===== src/rtl/dcpu16_pkg.sv =====
`default_nettype none
// ============================================================================
// dcpu16_pkg : shared phase encodings, opcode constants and decode helpers
// Revision    : 1.0
// ============================================================================
package dcpu16_pkg;

    typedef enum logic [1:0] {
        PHA_EXE = 2'd0,
        PHA_FCH = 2'd1,
        PHA_OPA = 2'd2,
        PHA_OPB = 2'd3
    } pha_t;

    localparam logic [3:0] OP_NB  = 4'h0;
    localparam logic [3:0] OP_SET = 4'h1;
    localparam logic [3:0] OP_ADD = 4'h2;
    localparam logic [3:0] OP_SUB = 4'h3;
    localparam logic [3:0] OP_MUL = 4'h4;
    localparam logic [3:0] OP_DIV = 4'h5;
    localparam logic [3:0] OP_MOD = 4'h6;
    localparam logic [3:0] OP_SHL = 4'h7;
    localparam logic [3:0] OP_SHR = 4'h8;
    localparam logic [3:0] OP_AND = 4'h9;
    localparam logic [3:0] OP_BOR = 4'hA;
    localparam logic [3:0] OP_XOR = 4'hB;
    localparam logic [3:0] OP_IFE = 4'hC;
    localparam logic [3:0] OP_IFN = 4'hD;
    localparam logic [3:0] OP_IFG = 4'hE;
    localparam logic [3:0] OP_IFB = 4'hF;

    localparam logic [5:0] NB_JSR = 6'h01;

    // Operand codes 0x10-0x17 ([nw+reg]), 0x1E ([nw]) and 0x1F (literal nw)
    function automatic logic nw_req(input logic [5:0] code);
        return (code[5:3] == 3'b010) || (code == 6'h1E) || (code == 6'h1F);
    endfunction

endpackage
`default_nettype wire


===== src/rtl/dcpu16_dec.sv =====
`default_nettype none
// ============================================================================
// dcpu16_dec : combinational instruction field split and next-word flags
// Revision   : 1.0
// ============================================================================
module dcpu16_dec
    import dcpu16_pkg::*;
(
    input  logic [15:0] i_instr,
    output logic [3:0]  o_opc,
    output logic [5:0]  o_ea_sel,
    output logic [5:0]  o_eb_sel,
    output logic        o_a_nw,
    output logic        o_b_nw,
    output logic        o_is_jsr,
    output logic        o_is_nop,
    output logic        o_is_ifx
);

    logic w_basic;

    always_comb begin
        w_basic  = (i_instr[3:0] != OP_NB);
        o_opc    = i_instr[3:0];
        // Non-basic words carry their sub-opcode in the a-field, not an operand
        o_ea_sel = w_basic ? i_instr[9:4] : 6'h00;
        o_eb_sel = i_instr[15:10];
        o_a_nw   = w_basic && nw_req(i_instr[9:4]);
        o_b_nw   = nw_req(i_instr[15:10]);
        o_is_jsr = !w_basic && (i_instr[9:4] == NB_JSR);
        o_is_nop = !w_basic && (i_instr[9:4] != NB_JSR);
        o_is_ifx = w_basic && (i_instr[3:0] >= OP_IFE);
    end

endmodule
`default_nettype wire


===== src/rtl/dcpu16_seq.sv =====
`default_nettype none
// ============================================================================
// dcpu16_seq : DCPU16 fetch/decode sequencer with IFx skip and PC control
//              Optional DCPU16_PERF_EN adds retired/skipped counters.
// Revision   : 1.0
// ============================================================================
module dcpu16_seq
    import dcpu16_pkg::*;
#(
    parameter logic [15:0] RST_PC = 16'h0000
`ifdef DCPU16_PERF_EN
    ,
    parameter int unsigned PERF_W = 16
`endif
) (
    input  logic              clk,
    input  logic              rst,
    output logic              fch_req,
    output logic [15:0]       fch_adr,
    input  logic              fch_ack,
    input  logic [15:0]       fch_dat,
    input  logic              cc,
    input  logic              pc_ld,
    input  logic [15:0]       pc_dat,
    output logic [3:0]        opc,
    output logic              ena,
    output logic [1:0]        pha,
    output logic [5:0]        ea_sel,
    output logic [5:0]        eb_sel,
    output logic [15:0]       nwa,
    output logic [15:0]       nwb,
    output logic              jsr,
`ifdef DCPU16_PERF_EN
    output logic [PERF_W-1:0] prf_ret,
    output logic [PERF_W-1:0] prf_skp,
`endif
    output logic              skp
);

    pha_t        r_pha;
    pha_t        w_pha_nxt;
    logic        r_req_en;
    logic [15:0] r_pc;
    logic [3:0]  r_opc;
    logic [5:0]  r_ea;
    logic [5:0]  r_eb;
    logic        r_b_nw;
    logic        r_jsr;
    logic        r_nop;
    logic        r_ifx;
    logic [15:0] r_nwa;
    logic [15:0] r_nwb;
    logic        r_skp;
    logic        r_ifx_done;
    logic        w_ack;
    logic        w_exe;

    logic [3:0]  w_d_opc;
    logic [5:0]  w_d_ea;
    logic [5:0]  w_d_eb;
    logic        w_d_a_nw;
    logic        w_d_b_nw;
    logic        w_d_jsr;
    logic        w_d_nop;
    logic        w_d_ifx;

    dcpu16_dec u_dec (
        .i_instr  (fch_dat),
        .o_opc    (w_d_opc),
        .o_ea_sel (w_d_ea),
        .o_eb_sel (w_d_eb),
        .o_a_nw   (w_d_a_nw),
        .o_b_nw   (w_d_b_nw),
        .o_is_jsr (w_d_jsr),
        .o_is_nop (w_d_nop),
        .o_is_ifx (w_d_ifx)
    );

    // Request gate stays low for the first cycle after reset release
    assign fch_req = r_req_en && (r_pha != PHA_EXE);
    assign fch_adr = r_pc;
    assign pha     = r_pha;
    assign opc     = r_opc;
    assign ea_sel  = r_ea;
    assign eb_sel  = r_eb;
    assign nwa     = r_nwa;
    assign nwb     = r_nwb;
    assign skp     = r_skp;
    assign w_ack   = fch_ack && fch_req;
    assign w_exe   = (r_pha == PHA_EXE);

    always_ff @(posedge clk or negedge rst) begin
        if (!rst) begin
            r_pha <= PHA_FCH;
        end else begin
            r_pha <= w_pha_nxt;
        end
    end

    always_comb begin
        w_pha_nxt = r_pha;
        ena       = 1'b0;
        jsr       = 1'b0;
        unique case (r_pha)
            PHA_FCH: begin
                if (w_ack) begin
                    w_pha_nxt = w_d_a_nw ? PHA_OPA : (w_d_b_nw ? PHA_OPB : PHA_EXE);
                end
            end
            PHA_OPA: begin
                if (w_ack) begin
                    w_pha_nxt = r_b_nw ? PHA_OPB : PHA_EXE;
                end
            end
            PHA_OPB: begin
                if (w_ack) begin
                    w_pha_nxt = PHA_EXE;
                end
            end
            default: begin
                w_pha_nxt = PHA_FCH;
                ena       = !r_skp && !r_nop;
                jsr       = !r_skp && r_jsr;
            end
        endcase
    end

    always_ff @(posedge clk or negedge rst) begin
        if (!rst) begin
            r_req_en   <= 1'b0;
            r_pc       <= RST_PC;
            r_opc      <= 4'h0;
            r_ea       <= 6'h00;
            r_eb       <= 6'h00;
            r_b_nw     <= 1'b0;
            r_jsr      <= 1'b0;
            r_nop      <= 1'b0;
            r_ifx      <= 1'b0;
            r_nwa      <= 16'h0000;
            r_nwb      <= 16'h0000;
            r_skp      <= 1'b0;
            r_ifx_done <= 1'b0;
        end else begin
            r_req_en <= 1'b1;
            if (w_ack) begin
                r_pc <= r_pc + 16'd1;
            end else if (w_exe && pc_ld) begin
                r_pc <= pc_dat;
            end
            if (w_ack && (r_pha == PHA_FCH)) begin
                r_opc      <= w_d_opc;
                r_ea       <= w_d_ea;
                r_eb       <= w_d_eb;
                r_b_nw     <= w_d_b_nw;
                r_jsr      <= w_d_jsr;
                r_nop      <= w_d_nop;
                r_ifx      <= w_d_ifx;
                // cc is valid here: at least one cycle has passed since the IFx EXE
                r_skp      <= r_ifx_done && !cc;
                r_ifx_done <= 1'b0;
            end
            if (w_ack && (r_pha == PHA_OPA)) begin
                r_nwa <= fch_dat;
            end
            if (w_ack && (r_pha == PHA_OPB)) begin
                r_nwb <= fch_dat;
            end
            if (w_exe) begin
                r_ifx_done <= r_ifx && !r_skp;
            end
        end
    end

`ifdef DCPU16_PERF_EN
    localparam logic [PERF_W-1:0] c_one = {{(PERF_W-1){1'b0}}, 1'b1};

    logic [PERF_W-1:0] r_prf_ret;
    logic [PERF_W-1:0] r_prf_skp;

    always_ff @(posedge clk or negedge rst) begin
        if (!rst) begin
            r_prf_ret <= '0;
            r_prf_skp <= '0;
        end else begin
            if (ena && (r_prf_ret != '1)) begin
                r_prf_ret <= r_prf_ret + c_one;
            end
            if (w_exe && r_skp && (r_prf_skp != '1)) begin
                r_prf_skp <= r_prf_skp + c_one;
            end
        end
    end

    assign prf_ret = r_prf_ret;
    assign prf_skp = r_prf_skp;
`endif

endmodule
`default_nettype wire


===== config.mk =====
export PLATFORM = sky130hd
export DESIGN_NAME = dcpu16_seq
export DESIGN_NICKNAME = d
export VERILOG_FILES = /design/src/rtl/dcpu16_pkg.sv /design/src/rtl/dcpu16_dec.sv /design/src/rtl/dcpu16_seq.sv
export SDC_FILE = /design/constraint.sdc
export NUM_CORES = 1
export LEC_CHECK = 0
export CAP_MARGIN = 20
export CORE_MARGIN = 2
export CORE_UTILIZATION = 45
export DETAILED_ROUTE_END_ITERATION = 12
export PLACE_DENSITY = 0.81
export SYNTH_ARGS = -nofsm -noshare
export SYNTH_HDL_FRONTEND = slang
export SYNTH_SLANG_ARGS = --single-unit

===== constraint.sdc =====
create_clock -name clk -period 2 [get_ports clk]
set_input_delay 0.3 -clock clk [delete_from_list [all_inputs] [get_ports clk]]
set_output_delay 0.3 -clock clk [all_outputs]
set_load 0.01 [all_outputs]

# After elaboration in Yosys (flattened, before gate mapping)
# Index checks and enable logic that the tools add are counted.
dict set report totals {
  mem_bits_ro 0
  memories 0
  output_inout_bits 70
  ram_bits 0
  ff_bits 73
  in_bits 37
  latch_bits 0
}
dict set report op_classes {
  multipliers 0
  bitwise_logic 0
  div 0
  eq_ne 14
  shifts 0
  addsub 1
  reduce_logical 29
  n_lt_le_gt_ge 1
  muxes 14
}
# cell count
set op_table {}
lappend op_table {{$mux 16} 2}
lappend op_table {{$eq 6x5->1 const B} 4}
lappend op_table {{$add 16x1->16 const B} 1}
lappend op_table {{$logic_and 1x1->1} 14}
lappend op_table {{$mux 2} 6}
lappend op_table {{$eq 3x2->1 const B} 2}
lappend op_table {{$eq 6x1->1 const B} 1}
lappend op_table {{$mux 6} 1}
lappend op_table {{$ne 2x2->1 const B} 3}
lappend op_table {{$ne 6x1->1 const B} 1}
lappend op_table {{$pmux 2 s3} 1}
lappend op_table {{$reduce_bool 2->1} 3}
lappend op_table {{$eq 2x2->1 const B} 2}
lappend op_table {{$ge 4x4->1 const B} 1}
lappend op_table {{$logic_not 1->1} 4}
lappend op_table {{$logic_or 1x1->1} 4}
lappend op_table {{$mux 1} 4}
lappend op_table {{$reduce_bool 4->1} 1}
lappend op_table {{$reduce_and 3->1} 1}
lappend op_table {{$reduce_or 3->1} 1}
lappend op_table {{$eq 2x1->1 const B} 1}
lappend op_table {{$logic_not 2->1} 1}

# Depth between registers and ports, before layout
dict set report depth {
  depth_word 7
  ltp_mapped 6
  mapped_depth_nobuf 5
}

# Hierarchy
# A second synthesis with hierarchy kept.
dict set report hier_totals {
  hier_cells 271
  area_unflattened_um2 3315.7
}
# mod seq_area_each_um2 cells_per_inst area_per_inst_um2 instances
set modules_own_cells {}
lappend modules_own_cells {dcpu16_seq 1828.0 243 3106.7 1}
lappend modules_own_cells {dcpu16_dec 0.0 28 209.0 1}

# Worst setup path before layout
# No wires, ideal clock.
dict set report synth_path {
  kind {register -> register}
  start {reg r_pha[0] (netlist: pha[0])}
  end {reg r_pc[13] (netlist: fch_adr[13])}
  path_slack_ps 262
  arrival_time_ps 1652
  stages_incl_launch_ff 6
  required_ps 1913
  setup_time_ps 87
  cell_sequence {dfstp_2 -> o211ai_1 -> or3_1 -> buf_2 -> or4_1 -> o211ai_1}
}
dict set report synth_via {
  elab_chain_cells 4
}
# element line_no
set synth_rtl {}
lappend synth_rtl {{from (decl)} dcpu16_seq.sv:40} ;# pha_t r_pha;
lappend synth_rtl {{from (signal assigned)} dcpu16_seq.sv:96} ;# r_pha <= w_pha_nxt;
lappend synth_rtl {{$reduce_bool 2->1} dcpu16_seq.sv:80} ;# assign fch_req = r_req_en && (r_pha != PHA_EXE);
lappend synth_rtl {{$logic_and 1x1->1} dcpu16_seq.sv:80}
lappend synth_rtl {{$logic_and 1x1->1} dcpu16_seq.sv:89} ;# assign w_ack = fch_ack && fch_req;
lappend synth_rtl {{$mux 16 or $reduce_bool 2->1 (tied branches)} -}
lappend synth_rtl {{to (signal assigned)} dcpu16_seq.sv:146} ;# r_pc <= r_pc + 16'd1;
lappend synth_rtl {{to (signal assigned)} dcpu16_seq.sv:148} ;# r_pc <= pc_dat;
lappend synth_rtl {{to (decl)} dcpu16_seq.sv:43} ;# logic [15:0] r_pc;
# Parallel ways exist; a longest one is shown, timed or not.
# A chain may end at the register's enable or synchronous reset.

# Worst setup path after layout
dict set report layout_path {
  start {reg r_pha[0] (netlist: pha[0])}
  end {out pha[0]}
}
# element line_no
set layout_rtl {}
lappend layout_rtl {{to (decl)} dcpu16_seq.sv:27} ;# output logic [1:0] pha,
# No word-level cell between the ends.

==> Implementation_results.wiki <==
{| class="wikitable"
! Metric !! Value
|-
| Leakage power figure || 2.026 nW
|-
| DRT antenna net count || 0
|-
| Worst VDD drop || ~0.9 mV
|-
| Post-synth EDFFs || 0
|-
| Avg Cell Area, Syn || around 12 um2
|-
| Worst Setup Start Kind || flop
|-
| Average wire per standard cell || ~16 um
|-
| Global-route wire length before repair || roughly 13000 um
|-
| Setup Total Neg Slack || 0 ps
|-
| Max Clock Freq || between 500 and 600 MHz
|-
| Reg2Reg Capture Point || fch_adr[9]$_DFFE_PN0P_
|-
| Commonest register cell after synthesis || dfrtp_1
|-
| Setup WS pre-CTS || about 36 ps
|-
| Count of cell types in the netlist || 44
|-
| Total power density per cell area || approximately 1500 nW/um2
|-
| R2R Path Start || pha[0]$_DFFE_PN1P_
|-
| Area leader, netlist || dfrtp_1
|-
| Height of the chip || a little under 90 um
|-
| Number of buffer and inverter stages on the critical path || 2
|-
| Max incr delay on CP || about 570 ps
|-
| Worst-path maximum fanout || 5
|-
| Post-placement cell area || ~4400 um2
|-
| Clock-pin slew on the worst setup and hold paths || 80 ps
|-
| Synth top area share || between 50 and 60%
|-
| Number of placed I/O pins || between 100 and 150
|-
| Global-route total usage across every layer || between 20% and 30%
|-
| Number of antenna violations at the first check in global routing || 0
|-
| Filler Cell Count || between 500 and 600
|-
| Yosys warning total || 0
|-
| Mean number of vias per cell || 5.227
|-
| Area grow syn2layout || 47.63%
|-
| Number of diodes added for antenna fixing || 0
|-
| Placed wire-length estimate || approximately 5500 um
|-
| Width of the chip || ~90 um
|-
| Total of buffers placed on input and output ports || about 110
|-
| Standard cell core area || 6794 um2
|-
| Max-cap violations || 0
|-
| Netlist Area Pre-Place || around 3200 um2
|-
| Final Hold Fails || 0
|-
| Clock tree from TritonCTS || built
|-
| Final period util || a little over nine tenths
|-
| Register-to-register setup slack || 120 ps
|-
| Starting Density || between 40% and 50%
|-
| Final wirelength || ~7900 um
|-
| Post-synthesis net count || 310
|-
| Count of clock tree sinks || 73
|-
| Pin count of the biggest net entering global routing || 35
|-
| Number of buffers on the longest clock path || 2
|-
| Most used cells in the layout excluding fill and tap cells || clkdlybuf4s50_1, dfrtp_1, mux2_2, nand2_1, buf_4
|-
| Source-to-sink clock delay at the later pin of the worst-skew pair || about 340 ps
|-
| Result of the run || complete, no violations
|-
| Critical path's slowest cell || dfstp_2
|-
| Site row count || 30
|-
| TritonRoute pass-1 iters || 4
|-
| Worst setup path category || flop to output pin
|-
| Placer congestion estimate || between 0.8 and 0.9
|-
| Capturing element type of the critical path || output pin
|-
| Final critical-path required period || 1888 ps
|-
| Global-route congestion overflow total || 0
|-
| Register bit total from synthesis || between 70 and 80
|-
| Number of buffers created by CTS || 9
|-
| RSZ-0062 raised after global routing || false
|-
| Vias in the first global route || between 2000 and 3000
|-
| Cell Chain, Critical Path || buf_4 > clkdlybuf4s50_1
|-
| DIE AREA || just under 8000 um2
|-
| Net count of the finished layout || ~430
|-
| Final setup skew || roughly 9.4 ps
|-
| Fraction of final layout cells with drive strength greater than 1 || between 20% and 30%
|-
| # setup viols final || 0
|-
| Worst-case reg-to-reg path depth || 6
|-
| Max-slew violation total from the final report || 0
|-
| Required time of the critical path || about 1700 ps
|-
| Tightest Hold Check Type || input port to asynchronous set/reset pin
|-
| Worst EP arrival || around 1600 ps
|-
| Minimum setup slack in the final design || between 100 and 150 ps
|-
| Sequential cell area fraction in the yosys report || between 50 and 60%
|-
| Instance count of the mapped netlist || ~270
|-
| Clock Root Buffer || clkbuf_8
|-
| Total via count in the routed design || ~2600
|-
| Leading cell type in the layout, fill and taps excluded || clkdlybuf4s50_1
|-
| DRC violations left || 0
|-
| Dominant cells by area after synthesis || dfrtp_1, mux2_2, nand2_1
|-
| Asr flop ratio synth || 100.0%
|-
| First element of the critical path || pha[0]$_DFFE_PN1P_
|-
| H-tree level count || 3
|-
| Post-route cell area || 4681 um2
|-
| Crit-path leading delay family || buffers and inverters
|-
| DRC violation total after the first TritonRoute iteration || roughly 110
|}
[metal layers]
metal | vias to the layer above | share of wire, % | wire [um] | track usage (%)
met5 | - | 0 | 0 | 0
met3 | 9 | 9.5 | 748 | 7.823
met2 | 92 | 45 | 3563 | 33.68
li1 | 1252 | - | - | -
met4 | 0 | 1.3 | 105 | 8.392
met1 | 1245 | 44 | 3455 | 28.74
[logic make-up (layout without fill, tap and decap cells)]
group | count (synthesis) | count (layout) | share of synthesized area [%]
mux | 39 | 39 | 13.85
flops | 73 | 73 | 57.66
buf+inv | 16 | 145 | 2.171
simple gates | 91 | 91 | 14.56
compound gates | 51 | 51 | 11.25
other cells | 1 | 1 | 0.1183
fa+ha+maj | 1 | 1 | 0.3946
[through the flow]
| step | utilization (%) | hold slack [ps] | total power [mW] | std cells |
|---|---|---|---|---|
| global placement | 65.43 | 278.4 | 5.699 | 476 |
| floorplan | - | 4.409 | 3.956 | 272 |
| global route | 68.90 | 494.8 | 7.398 | 497 |
| finish | 68.90 | 450.8 | 6.942 | 497 |
| CTS | 68.64 | 466.8 | 6.985 | 495 |
| detailed placement | 65.43 | 287.1 | 5.793 | 476 |
[cell usage after synthesis (2+ instances only)]
cell type  count
dfrtp_1       72
mux2_2        39
nand2_1       37
o21ai_0       16
nor2_1        12
nand3_1        9
o211ai_1       8
buf_2          7
clkbuf_1       7
nand4_1        7
a21oi_1        3
a311oi_1       3
and2_1         3
nor2b_1        3
o41ai_1        3
a211o_1        2
a211oi_1       2
a221o_1        2
inv_1          2
nand2b_1       2
nand3b_2       2
nor3_1         2
nor3b_1        2
nor4_1         2
o22ai_1        2
o311ai_0       2
o31ai_1        2
or3_1          2
or4_1          2
[worst max path at each step]
stage / depth (start not counted) / slack [ps] / end
finish: 2 / 110 / pha[0]
CTS: 3 / 40 / fch_req
global placement: 5 / 130 / fch_adr[13]$_DFFE_PN0P_
global route: 2 / 50 / pha[0]
floorplan: 5 / 260 / fch_adr[13]$_DFFE_PN0P_
detailed placement: 6 / 40 / fch_adr[9]$_DFFE_PN0P_
[area by class of cell]
| class | count | area (um2) | share of cell area, % |
|---|---|---|---|
| timing repair buffer | 127 | 1256 | 26.84 |
| inverter | 2 | 7.507 | 0.1604 |
| sequential | 73 | 1829 | 39.08 |
| clock buffer | 10 | 127.6 | 2.727 |
| clock inverter | 6 | 66.31 | 1.417 |
| tap | 96 | 120.1 | 2.566 |
| multi-input combinational | 183 | 1274 | 27.21 |
[state kept, by name, indices dropped and copies added, names as in the netlist]
| signal | cells |
|---|---|
| fch_adr | 16 |
| nwa | 16 |
| nwb | 16 |
| ea_sel | 6 |
| eb_sel | 6 |
| opc | 4 |
| pha | 2 |
| r_b_nw | 1 |
| r_ifx | 1 |
| r_ifx_done | 1 |
| r_jsr | 1 |
| r_nop | 1 |
| r_req_en | 1 |
| skp | 1 |
[power by group]
group | internal, mW | leakage (nW) | switching, mW
combinational | 1.87 | 1.01 | 1.24
clock | 0.581 | 0.101 | 0.554
sequential | 2.17 | 0.916 | 0.523
total | 4.62 | 2.03 | 2.32
[repair_timing]
item	in CTS	in global routing
setup buffers	2	2
gates resized for setup	3	1
endpoints found under the setup margin	3	1
endpoints found under the hold margin	31	0
hold buffers	1	0
No activity file was read; power rests on OpenSTA's default activity.
==> patch (config.mk and constraints unchanged) <==
The option `DCPU16_PERF_EN` is turned on by a define.
--- a/src/rtl/dcpu16_seq.sv
+++ b/src/rtl/dcpu16_seq.sv
@@ -4,6 +4,8 @@
 //              Optional DCPU16_PERF_EN adds retired/skipped counters.
 // Revision   : 1.0
 // ============================================================================
+`define DCPU16_PERF_EN
+
 module dcpu16_seq
     import dcpu16_pkg::*;
 #(
Formal check against the unedited RTL (old outputs only; new: prf_ret and prf_skp): equivalent (equiv_simple and equiv_induct, registers matched by name and starting in step).
==> patch against the original RTL <==
  * Synthesized area rose by 51%
  * Setup slack got worse by 0.026 ns
  * Sequential cell count up 32
  * Sequential share of layout area up 0.44 points
  * Global-route usage barely moved
  * Wire length up 57%
  * Critical path depth did not move
  * Final area increased by 42%
  * Power up 20%
  * Maximum frequency down 1.3%
==> patch: results (changes against the original RTL) <==
| Metric | Value |
|---|---|
| Dpl ws | -0.02843 ns (was 0.03562 ns) |
| Hold slack | 0.3989 ns (was 0.4508 ns) |
| Post-DP HPWL | 8.948 mm (was 5.548 mm) |
| Fmax achieved | 522.5 MHz (was 529.6 MHz) |
| IO buf count | 138 (was 106) |
| Post-detailed-routing wire length | 12.33 mm (was 7.872 mm) |
| Outcome | finished, final reports clean (unchanged) |
| First-pass GRT wire length | 20.18 mm (was 13.01 mm) |
| Largest net degree at the start of global routing | 51 (was 35) |
| Seq/Total Area, Yosys | 54.76% (was 57.66%) |
| Layout cells sized above 1 | 12.05% (was 21.20%) |
| Vias in the first global route | 4,057 (was 2,703) |
| Slowest cell on the critical path | clkdlybuf4s50_1 (was dfstp_2) |
| Wire length per cell | 17.20 µm (was 15.84 µm) |
| Cell variety after synth | 56 (was 44) |
| Starting DRC count in detailed routing | 231 (was 113) |
| Total track usage | 22.00% (was 21.96%) |
| Clock Latency Late Sink | 0.36 ns (was 0.34 ns) |
| GPL Wtd Cong | 0.9291 (was 0.8336) |
| Slack of the worst reg-to-reg path | 0.09 ns (was 0.12 ns) |
| Arrival @ worst endpoint | 1.61 ns (was 1.59 ns) |
| Top post-synthesis cells by count | dfrtp_1, nand2_1, mux2_1 (was dfrtp_1, mux2_2, nand2_1) |
| Clk pin slew, worst setup/hold paths | 0.10 ns (was 0.08 ns) |
| Synth top area cells | dfrtp_1, mux2_1, mux2_2 (was dfrtp_1, mux2_2, nand2_1) |
| Final Skew | 0.01236 ns (was 0.009432 ns) |
| NumNets Final | 616 (was 434) |
| Maximum VDD drop | 0.8102 mV (was 0.8957 mV) |
| LEAKAGE | 2.825 nW (was 2.026 nW) |
| Reg-to-reg endpoint | fch_adr[14] (was fch_adr[9]) |
| Worst-path fanout max | 9 (was 5) |
## patch: cell count changes in the layout (fill, tap and decap cells not counted), sizes merged, moves of 8 or more
cell	unedited run	this run
a21oi	3	11
clkdlybuf4s50	102	133
dfrtp	72	104
nand3	10	20
nor3	2	14
xnor2	0	16
## patch: worst max-delay path by stage
stage	start	to	cells past startpoint
finish	pha[1]	pha[1]	2
global route	pha[0]	fch_adr[14]	6
CTS	pha[0]	pha[0]	2
detailed placement	fch_ack	nwa[6]	4
global placement	fch_ack	fch_adr[13]	5
floorplan	pha[1]	prf_ret[11]	5
## patch: cell type report
class                           count  area, µm²  area share (%)
Clock buffer                        9      123.9           1.861
Tap cell                          136      170.2           2.557
Sequential cell                   105       2630           39.52
Multi-Input combinational cell    295       2068           31.08
Clock inverter                      7      61.31          0.9212
Timing Repair Buffer              161       1587           23.84
Inverter                            4      15.01          0.2256
## patch: metal layers
metal	vias up	track usage, %	share of wire, %
li1	1871	-	-
met1	1965	28.67	42
met2	171	35.26	47
met3	17	7.324	9.1
met4	0	6.030	1.7
met5	-	0	0
## patch: cell families after synthesis
logic type / after synthesis / share of synthesized area [%]
AO/OA/AOI/OAI: 74 / 10.48
multiplexers: 45 / 10.56
buffers and inverters: 23 / 2.163
flip-flops: 105 / 54.76
AND/OR/NAND/NOR: 149 / 16.99
adder cells (fa/ha/maj): 3 / 0.7819
XOR/XNOR: 23 / 4.196
other: 1 / 0.07811
## patch: power breakdown
part / internal [mW] / switching (mW) / total, mW
combinational: 2.05 / 1.54 / 3.58
clock: 0.475 / 0.775 / 1.25
sequential: 2.87 / 0.657 / 3.53
total: 5.39 / 2.97 / 8.36
## patch: repair_timing
action,CTS,global route
hold buffers,1,0
setup buffers,3,0
gates resized for setup,4,4
pin swaps,1,0
endpoints found under the setup margin,5,2
endpoints found under the hold margin,26,0
